===== src/rtl/tor_slot_sync_rx.sv =====
// rtl/tor_slot_sync_rx.sv - ToR control-frame receiver and local slot timebase
// Optional feature: SLOT_FREERUN_EN. When defined, an expired guard window with
// no sync free-runs into the next slot. When undefined, GUARD holds until a sync.
// Ports:
//   i_clk, i_rst_n            clock, async active-low reset
//   i_rx_axis_data/keep/valid/last/user   control-link MAC RX stream (no backpressure)
//   o_sim_start               sticky, first accepted SIM_START or TIME_SYNC
//   o_slot_id                 current slot ID
//   o_slot_start/o_slot_end   one-cycle slot boundary pulses
//   o_slot_active/o_guard     transmit window / reconfiguration window
//   o_slot_cnt                cycles since slot start
//   o_sync_lost               sticky, guard expired without sync (free-run build only)
//   o_drop_cnt                saturating count of rejected frames
module tor_slot_sync_rx #(
    parameter logic [47:0] P_MY_TOR_MAC    = 48'h8DBC5C4A0000,
    parameter logic [15:0] P_CTRL_ETH_TYPE = 16'hFF00,
    parameter logic [31:0] P_SLOT_LEN      = 32'h0000_0927,
    parameter logic [31:0] P_CONFIG_DELAY  = 32'h0000_00EA,
    parameter int          P_SLOT_ID_W     = 1
) (
    input  logic                   i_clk,
    input  logic                   i_rst_n,
    input  logic [63:0]            i_rx_axis_data,
    input  logic [7:0]             i_rx_axis_keep,
    input  logic                   i_rx_axis_valid,
    input  logic                   i_rx_axis_last,
    input  logic                   i_rx_axis_user,
    output logic                   o_sim_start,
    output logic [P_SLOT_ID_W-1:0] o_slot_id,
    output logic                   o_slot_start,
    output logic                   o_slot_end,
    output logic                   o_slot_active,
    output logic                   o_guard,
    output logic [31:0]            o_slot_cnt,
    output logic                   o_sync_lost,
    output logic [15:0]            o_drop_cnt
);

    localparam logic [47:0] LP_BCAST     = 48'hFFFF_FFFF_FFFF;
    localparam logic [7:0]  LP_CMD_START = 8'h01;
    localparam logic [7:0]  LP_CMD_SYNC  = 8'h02;

    typedef enum logic [1:0] {S_IDLE, S_ACTIVE, S_GUARD} state_t;

    // ---------------- parser ----------------
    logic [1:0] r_beat;
    logic       r_dst_ok;
    logic       r_type_ok;
    logic [7:0] r_cmd;
    logic [7:0] r_slot;

    logic       w_beat0_dst_ok;
    logic       w_type_ok;
    logic [7:0] w_cmd;
    logic [7:0] w_slot;
    logic       w_eof;
    logic       w_commit;
    logic       w_sync;
    logic       w_drop;

    assign w_beat0_dst_ok = (i_rx_axis_data[63:16] == P_MY_TOR_MAC) ||
                            (i_rx_axis_data[63:16] == LP_BCAST);

    // A frame may end on beat 1, so the header fields are taken straight from
    // the bus on that beat instead of from the latches filled one cycle later.
    assign w_type_ok = (r_beat == 2'd1) ? (i_rx_axis_data[31:16] == P_CTRL_ETH_TYPE) : r_type_ok;
    assign w_cmd     = (r_beat == 2'd1) ? i_rx_axis_data[15:8] : r_cmd;
    assign w_slot    = (r_beat == 2'd1) ? i_rx_axis_data[7:0]  : r_slot;

    assign w_eof    = i_rx_axis_valid && i_rx_axis_last;
    assign w_commit = w_eof && (r_beat != 2'd0) && r_dst_ok && w_type_ok &&
                      ((w_cmd == LP_CMD_START) || (w_cmd == LP_CMD_SYNC)) && !i_rx_axis_user;
    assign w_sync   = w_commit && (w_cmd == LP_CMD_SYNC);
    assign w_drop   = w_eof && !w_commit;

    always_ff @(posedge i_clk or negedge i_rst_n) begin
        if (!i_rst_n) begin
            r_beat      <= 2'd0;
            r_dst_ok    <= 1'b0;
            r_type_ok   <= 1'b0;
            r_cmd       <= 8'd0;
            r_slot      <= 8'd0;
            o_drop_cnt  <= 16'd0;
            o_sim_start <= 1'b0;
        end else begin
            if (i_rx_axis_valid) begin
                if (i_rx_axis_last)
                    r_beat <= 2'd0;
                else if (r_beat != 2'd2)
                    r_beat <= r_beat + 2'd1;
                if (r_beat == 2'd0)
                    r_dst_ok <= w_beat0_dst_ok;
                if (r_beat == 2'd1) begin
                    r_type_ok <= w_type_ok;
                    r_cmd     <= w_cmd;
                    r_slot    <= w_slot;
                end
            end
            if (w_drop && (o_drop_cnt != 16'hFFFF))
                o_drop_cnt <= o_drop_cnt + 16'd1;
            if (w_commit)
                o_sim_start <= 1'b1;
        end
    end

    // ---------------- timebase FSM ----------------
    state_t                   r_state;
    state_t                   w_state_nxt;
    logic [31:0]              w_cnt_nxt;
    logic [P_SLOT_ID_W-1:0]   w_id_nxt;
    logic                     w_start_nxt;
    logic                     w_end_nxt;

`ifdef SLOT_FREERUN_EN
    logic [31:0] r_guard_cnt;
    logic [31:0] w_gcnt_nxt;
    logic        r_sync_lost;
    logic        w_lost_nxt;

    assign o_sync_lost = r_sync_lost;
`else
    assign o_sync_lost = 1'b0;
`endif

    always_comb begin
        w_state_nxt = r_state;
        w_cnt_nxt   = o_slot_cnt;
        w_id_nxt    = o_slot_id;
        w_start_nxt = 1'b0;
        w_end_nxt   = 1'b0;
`ifdef SLOT_FREERUN_EN
        w_gcnt_nxt  = r_guard_cnt;
        w_lost_nxt  = r_sync_lost;
`endif
        // A sync overrides whatever the local timebase would do this cycle,
        // including a coincident slot expiry or guard expiry.
        if (w_sync) begin
            w_state_nxt = S_ACTIVE;
            w_cnt_nxt   = 32'd0;
            w_id_nxt    = w_slot[P_SLOT_ID_W-1:0];
            w_start_nxt = 1'b1;
        end else begin
            case (r_state)
                S_ACTIVE: begin
                    if (o_slot_cnt == P_SLOT_LEN - 32'd1) begin
                        w_end_nxt   = 1'b1;
                        w_state_nxt = S_GUARD;
`ifdef SLOT_FREERUN_EN
                        w_gcnt_nxt  = 32'd0;
`endif
                    end else begin
                        w_cnt_nxt = o_slot_cnt + 32'd1;
                    end
                end
`ifdef SLOT_FREERUN_EN
                S_GUARD: begin
                    if (r_guard_cnt == P_CONFIG_DELAY - 32'd1) begin
                        w_state_nxt = S_ACTIVE;
                        w_cnt_nxt   = 32'd0;
                        w_id_nxt    = o_slot_id + P_SLOT_ID_W'(1);
                        w_start_nxt = 1'b1;
                        w_lost_nxt  = 1'b1;
                    end else begin
                        w_gcnt_nxt = r_guard_cnt + 32'd1;
                    end
                end
`endif
                default: ;
            endcase
        end
    end

    always_ff @(posedge i_clk or negedge i_rst_n) begin
        if (!i_rst_n) begin
            r_state       <= S_IDLE;
            o_slot_cnt    <= 32'd0;
            o_slot_id     <= '0;
            o_slot_start  <= 1'b0;
            o_slot_end    <= 1'b0;
            o_slot_active <= 1'b0;
            o_guard       <= 1'b0;
`ifdef SLOT_FREERUN_EN
            r_guard_cnt   <= 32'd0;
            r_sync_lost   <= 1'b0;
`endif
        end else begin
            r_state       <= w_state_nxt;
            o_slot_cnt    <= w_cnt_nxt;
            o_slot_id     <= w_id_nxt;
            o_slot_start  <= w_start_nxt;
            o_slot_end    <= w_end_nxt;
            o_slot_active <= (w_state_nxt == S_ACTIVE);
            o_guard       <= (w_state_nxt == S_GUARD);
`ifdef SLOT_FREERUN_EN
            r_guard_cnt   <= w_gcnt_nxt;
            r_sync_lost   <= w_lost_nxt;
`endif
        end
    end

    // Control content lives entirely in beats 0 and 1, so byte enables never
    // influence decoding, and only the low slot-ID bits reach o_slot_id.
    logic w_unused;
`ifdef SLOT_FREERUN_EN
    assign w_unused = ^{i_rx_axis_keep, w_slot};
`else
    assign w_unused = ^{i_rx_axis_keep, w_slot, P_CONFIG_DELAY};
`endif

endmodule


===== config.mk =====
export PLATFORM = sky130hd
export DESIGN_NAME = tor_slot_sync_rx
export DESIGN_NICKNAME = d
export VERILOG_FILES = /design/src/rtl/tor_slot_sync_rx.sv
export SDC_FILE = /design/constraint.sdc
export NUM_CORES = 1
export LEC_CHECK = 0
export CORE_MARGIN = 4
export CORE_UTILIZATION = 45
export CTS_BUF_LIST = sky130_fd_sc_hd__clkbuf_16
export CTS_CLUSTER_SIZE = 8
export DETAILED_ROUTE_END_ITERATION = 7
export GPL_ROUTABILITY_DRIVEN = 0
export GPL_TIMING_DRIVEN = 0
export PLACE_DENSITY = 0.84
export SYNTH_ARGS = -nofsm -noshare
export SYNTH_HDL_FRONTEND = slang
export SYNTH_SLANG_ARGS = --single-unit

===== constraint.sdc =====
create_clock -name i_clk -period 5.7 [get_ports i_clk]
set_clock_uncertainty 0.1 [all_clocks]
set_input_delay 1.14 -clock i_clk [delete_from_list [all_inputs] [get_ports i_clk]]
set_output_delay 1.14 -clock i_clk [all_outputs]
set_load 0.05 [all_outputs]

======== Word-level counts from Yosys, hierarchy flattened ========
Index checks and enable logic that the tools add are counted.
W data, S select, Z words.
cells by class
  add/subtract/negate cells ............... 3
  equality and inequality tests ........... 13
  multiplexer cells ....................... 15
  reductions and logical operators ........ 21
operators by type and width
  cell                     count
  $eq A48 B48 Y1 const B   2
  $mux W32                 3
  $add A32 B1 Y32 const B  1
  $eq A32 B12 Y1 const B   1
  $add A16 B1 Y16 const B  1
  $eq A16 B16 Y1 const B   1
  $ne A16 B16 Y1 const B   1
  $mux W2                  5
  $logic_and A1 B1 Y1      9
  $eq A8 B1 Y1 const B     1
  $eq A8 B2 Y1 const B     1
  $mux W8                  1
  $reduce_and A2 Y1        4
  $eq A2 B1 Y1 const B     3
  $mux W1                  6
  $reduce_bool A2 Y1       3
  $ne A2 B2 Y1 const B     2
  $add A2 B1 Y2 const B    1
  $eq A2 B2 Y1 const B     1
  $logic_not A1 Y1         2
  $logic_not A2 Y1         1
  $logic_or A1 B1 Y1       2
word-level totals
  register bits after elaboration ......... 69
  input bits .............................. 77
  output and inout port bits .............. 55
  word-level logic and storage cells ...... 66

======== Longest topological paths before layout ========
  depth in word-level cells ............... 9
  mapped depth ............................ 11
  mapped depth without buffers ............ 8

======== Least setup slack after synthesis ========
No wires, ideal clock.
  path kind ............................... input -> register
  from .................................... in i_rx_axis_data[21]
  to ...................................... reg o_slot_id
  library setup time ...................... 0.125 ns
  arrival time ............................ 2.642 ns
  data required time ...................... 5.475 ns
  setup slack ............................. 2.834 ns
  cell stages on the path ................. 6
  buffers on the path ..................... 0
  path through ............................ nor4_1 -> nor4bb_1 -> a41o_2 -> nand2_2 -> nor3_4 -> mux2_2
on the way
  word-level cells in the longest chain between the ends .. 6
RTL lines
  what                               line  RTL
  start, declared                    23    input logic [63:0] i_rx_axis_data,
  $eq A16 B16 Y1                     66    assign w_type_ok = (r_beat == 2'd1) ? (i_rx_axis_data[31:16] == P_CTRL_ETH_TYPE) : r_type_ok;
  $mux W1                            66
  $logic_and A1 B1 Y1 (2 in series)  71    assign w_commit = w_eof && (r_beat != 2'd0) && r_dst_ok && w_type_ok &&
  $logic_and A1 B1 Y1                72    ((w_cmd == LP_CMD_START) || (w_cmd == LP_CMD_SYNC)) && !i_rx_axis_user;
  $logic_and A1 B1 Y1                73    assign w_sync = w_commit && (w_cmd == LP_CMD_SYNC);
  end signal, assigned               189   o_slot_id <= w_id_nxt;
  end, declared                      29    output logic [P_SLOT_ID_W-1:0] o_slot_id,
No other way between the ends.
A chain may end at the register's enable or synchronous reset.

======== Final worst setup path ========
  from .................................... in i_rx_axis_data[20]
  to ...................................... reg o_slot_cnt[10]
on the way
  word-level cells in the longest chain between the ends .. 8
  elaborated cells on any way between the ends .. 10
  classes of those cells .................. 2 x eq/ne; 2 x mux; 6 x reduce/logical
RTL lines
  what                                                                 line  RTL
  $eq A16 B16 Y1 (*)                                                   66
  $mux W1 (*)                                                          66
  $logic_and A1 B1 Y1 (*) (2 in series)                                71
  $logic_and A1 B1 Y1 (*)                                              72
  $logic_and A1 B1 Y1 (*)                                              73
  $ne A2 B2 Y1 (no source line) or $reduce_bool A2 Y1 (tied branches)  --
  $reduce_and A2 Y1 (no source line)                                   --
  end signal, assigned                                                 188   o_slot_cnt <= w_cnt_nxt;
  end, declared                                                        34    output logic [31:0] o_slot_cnt,
Every way passes the cells marked *; elsewhere a longest branch is shown, timed or not.

==> flow_summary_export.csv <==
group,metric,value,unit
run_status,status,"completed",
global_route,grt-ovfl-total,0,
global_route,grt_pass1_wl,14500,µm
sta,finalMaxSlewViolations,0,
floorplan,coreArea,7730,µm²
sta,period_share,58.7,%
worst_setup_path,crit_required,5.81,ns
route,avgRoutedWirePerCell,15.1,µm
route,drt-initial-drc-count,61,
hold_path,hold_path_class,"reg2reg",
yosys,yosys_warnings,0,
sta,tightest_slew,0.851,ns
yosys,seq_area_frac_synth,48.2,%
sta,setup_viol,0,
worst_setup_path,end_kind,"flip-flop",
route,first_pass_iters,4,
route,ant_nets,0,
route,num_vias,3166,
yosys,synth_nets,437,
worst_setup_path,path_max_fanout,10,
clock_network,clock_sinks,69,
yosys,synth_top_area_share,48.2,%
global_route,grt_usage,18.5,%
power_and_ir_drop,p_int,1.04,mW
global_route,grt_max_degree,70,
sta,fin_tns_setup,0,ns
sta,hold_viol,0,
route,drc,0,
sta,rsz0062_at_grt,"false",
power_and_ir_drop,p_sw,0.425,mW
yosys,synth_top_cell_by_area,"dfrtp_1",
clock_network,path_clk_slew,0.06,ns
clock_network,cts_buffer_depth,2,
floorplan,core.rowCount,32,
finish,diodes,0,
clock_network,cts_hold_buf,0,
power_and_ir_drop,leakage,2.09,nW
floorplan,die_w,97.2,µm
worst_setup_path,crit_type,"in2reg",
sta,hold_ws,0.384,ns
yosys,synth_edf_count,0,
floorplan,die_h,97.2,µm
route,viasPerCell,5.41,
finish,stdcell_count,585,
route,drt_wl_total,8810,µm
finish,areaGrowthSynthToFinish,43.4,%
yosys,yosys-top-cells-area,"dfrtp_1, xnor2_1, nand4_1",
finish,final_cell_mix,"clkdlybuf4s50_1, dfrtp_1, nor2_1",
power_and_ir_drop,total_power,1.47,mW
yosys,synth-main-ff-cell,"dfrtp_1",
finish,final_common_cell,"clkdlybuf4s50_1",
place,post-place-ws,1.96,ns
clock_network,tritoncts,"built",
global_route,grt_pass1_vias,3206,
floorplan,start_util,46.3,%
clock_network,cts_resized,0,
sta,fmax,299,MHz
power_and_ir_drop,power.share.switching,28.9,%
sta,finalWorstSetupSlack,2.36,ns
yosys,syn_area,3580,µm²
floorplan,die-area,9450,µm²
clock_network,cts_inserted_buffers,9,
sta,period_minus_slack,3.34,ns
worst_setup_path,worst_setup_path_start_kind,"input port",
power_and_ir_drop,p_per_area,286,nW/µm²
worst_setup_path,crit_arrival,3.45,ns
sta,max-slew-margin-rel,43.2,%
power_and_ir_drop,pwr-share-seq,41.0,%
flow_run,drv_cap,0,
place,port_buffers,115,
floorplan,io_pins,132,
finish,nets,563,
place,place_inst,571,
global_route,antenna_found_initial,0,
power_and_ir_drop,p_comb_share,23.5,%
yosys,ys_async_sr_fraction,100,%
clock_network,cts_root_buffer,"clkbuf_16",
finish,nFillCells,579,
place,hpwl,6770,µm
yosys,syn_inst,354,
yosys,syn_area_per_cell,10.1,µm²
clock_network,cts_max_level,3,
finish,drive_gt1_share,8.70,%
power_and_ir_drop,ir_drop,276,µV
yosys,yosysUniqueCellTypes,43,
clock_network,postCtsSetupBuffers,0,
clock_network,clk_latency,0.32,ns
power_and_ir_drop,clkPwrFrac,35.5,%
yosys,synth-seq-cells,69,
## worst max-delay path, stage by stage
cell and delay (ns):
clkdlybuf4s50_1 0.45, nor4_1 0.36, nor4bb_1 0.47, a41o_2 0.30, nand2_2 0.08, nor3_4 0.26
buf_6 0.18, buf_6 0.15, nor2_1 0.06
## power by group through the flow
| stage | Clock [mW] | Sequential, mW | Combinational (mW) |
|---|---|---|---|
| 2_1_floorplan | 0 | 0.667 | 0.149 |
| 3_3_place_gp | 0 | 0.604 | 0.336 |
| 3_5_place_dp | 0 | 0.608 | 0.348 |
| 4_1_cts | 0.530 | 0.601 | 0.350 |
| 5_1_grt | 0.554 | 0.611 | 0.375 |
| 6_report | 0.522 | 0.602 | 0.345 |
## final cells by class
type                       count  area [µm²]  share of cell area [%]
multi-input combinational    263        1730                    33.8
sequential                    69        1730                    33.6
timing repair buffer         115        1150                    22.4
clock buffer                   9         225                    4.38
tap                          102         128                    2.48
buffer                        11        78.8                    1.53
clock inverter                 5        53.8                    1.05
inverter                      11        41.3                   0.804
## through the flow
stage          utilization, %  area, µm²
2_1_floorplan               -       3580
3_3_place_gp             62.9       4860
3_5_place_dp             62.9       4860
4_1_cts                  66.5       5140
5_1_grt                  66.5       5140
6_report                 66.5       5140
## state kept, by name, indices dropped and copies added (netlist names)
signal	cells
o_slot_cnt	32
o_slot_active	1
r_slot	1
o_slot_end	1
r_state	2
o_drop_cnt	16
r_type_ok	1
o_guard	1
o_slot_start	1
o_sim_start	1
o_slot_id	1
r_cmd	8
r_beat	2
r_dst_ok	1
## path summary, 6_finish.rpt
path                                     from        endpoint  slack, ns  cells after the start
setup / recovery           i_rx_axis_data[20]  o_slot_cnt[10]       2.36                      9
hold / removal                    o_sim_start     o_sim_start       0.38                      1
setup reg to reg                    r_beat[1]  o_slot_cnt[10]       3.05                     11
hold reg to reg                   o_sim_start     o_sim_start       0.38                      1
max in group asynchronous             i_rst_n  o_slot_cnt[30]       4.11                      1
min in group asynchronous             i_rst_n  o_slot_cnt[11]       0.83                      1
## cells in the mapped netlist (all sizes together) (5+ instances only)
master   n
nor4    16
ha       6
nand4   30
inv     11
nor3    13
and3    10
mux2    13
dfrtp   69
xnor2   34
buf      8
xor2    14
and4     5
nand2   17
a21oi    7
nor2    47
nand3   18
## layer usage
metal	up-vias	routed length [µm]	track usage, %
met5	-	0	0
met1	1493	3310	19.8
met4	0	198	7.56
met2	138	4470	34.0
met3	19	823	5.38
li1	1516	-	-
## cells by family (layout without fill, tap and decap cells)
kind of cell / after synthesis / after routing / share of synthesized area [%]
other: 1 / 1 / 0.105
AND/OR/NAND/NOR: 177 / 177 / 27.1
adder cells (fa/ha/maj): 6 / 6 / 2.10
XOR/XNOR: 48 / 48 / 11.7
flip-flops: 69 / 69 / 48.2
buffers and inverters: 22 / 151 / 3.35
AO/OA/AOI/OAI: 18 / 18 / 3.32
multiplexers: 13 / 13 / 4.09
No activity file was read; power rests on OpenSTA's default activity.
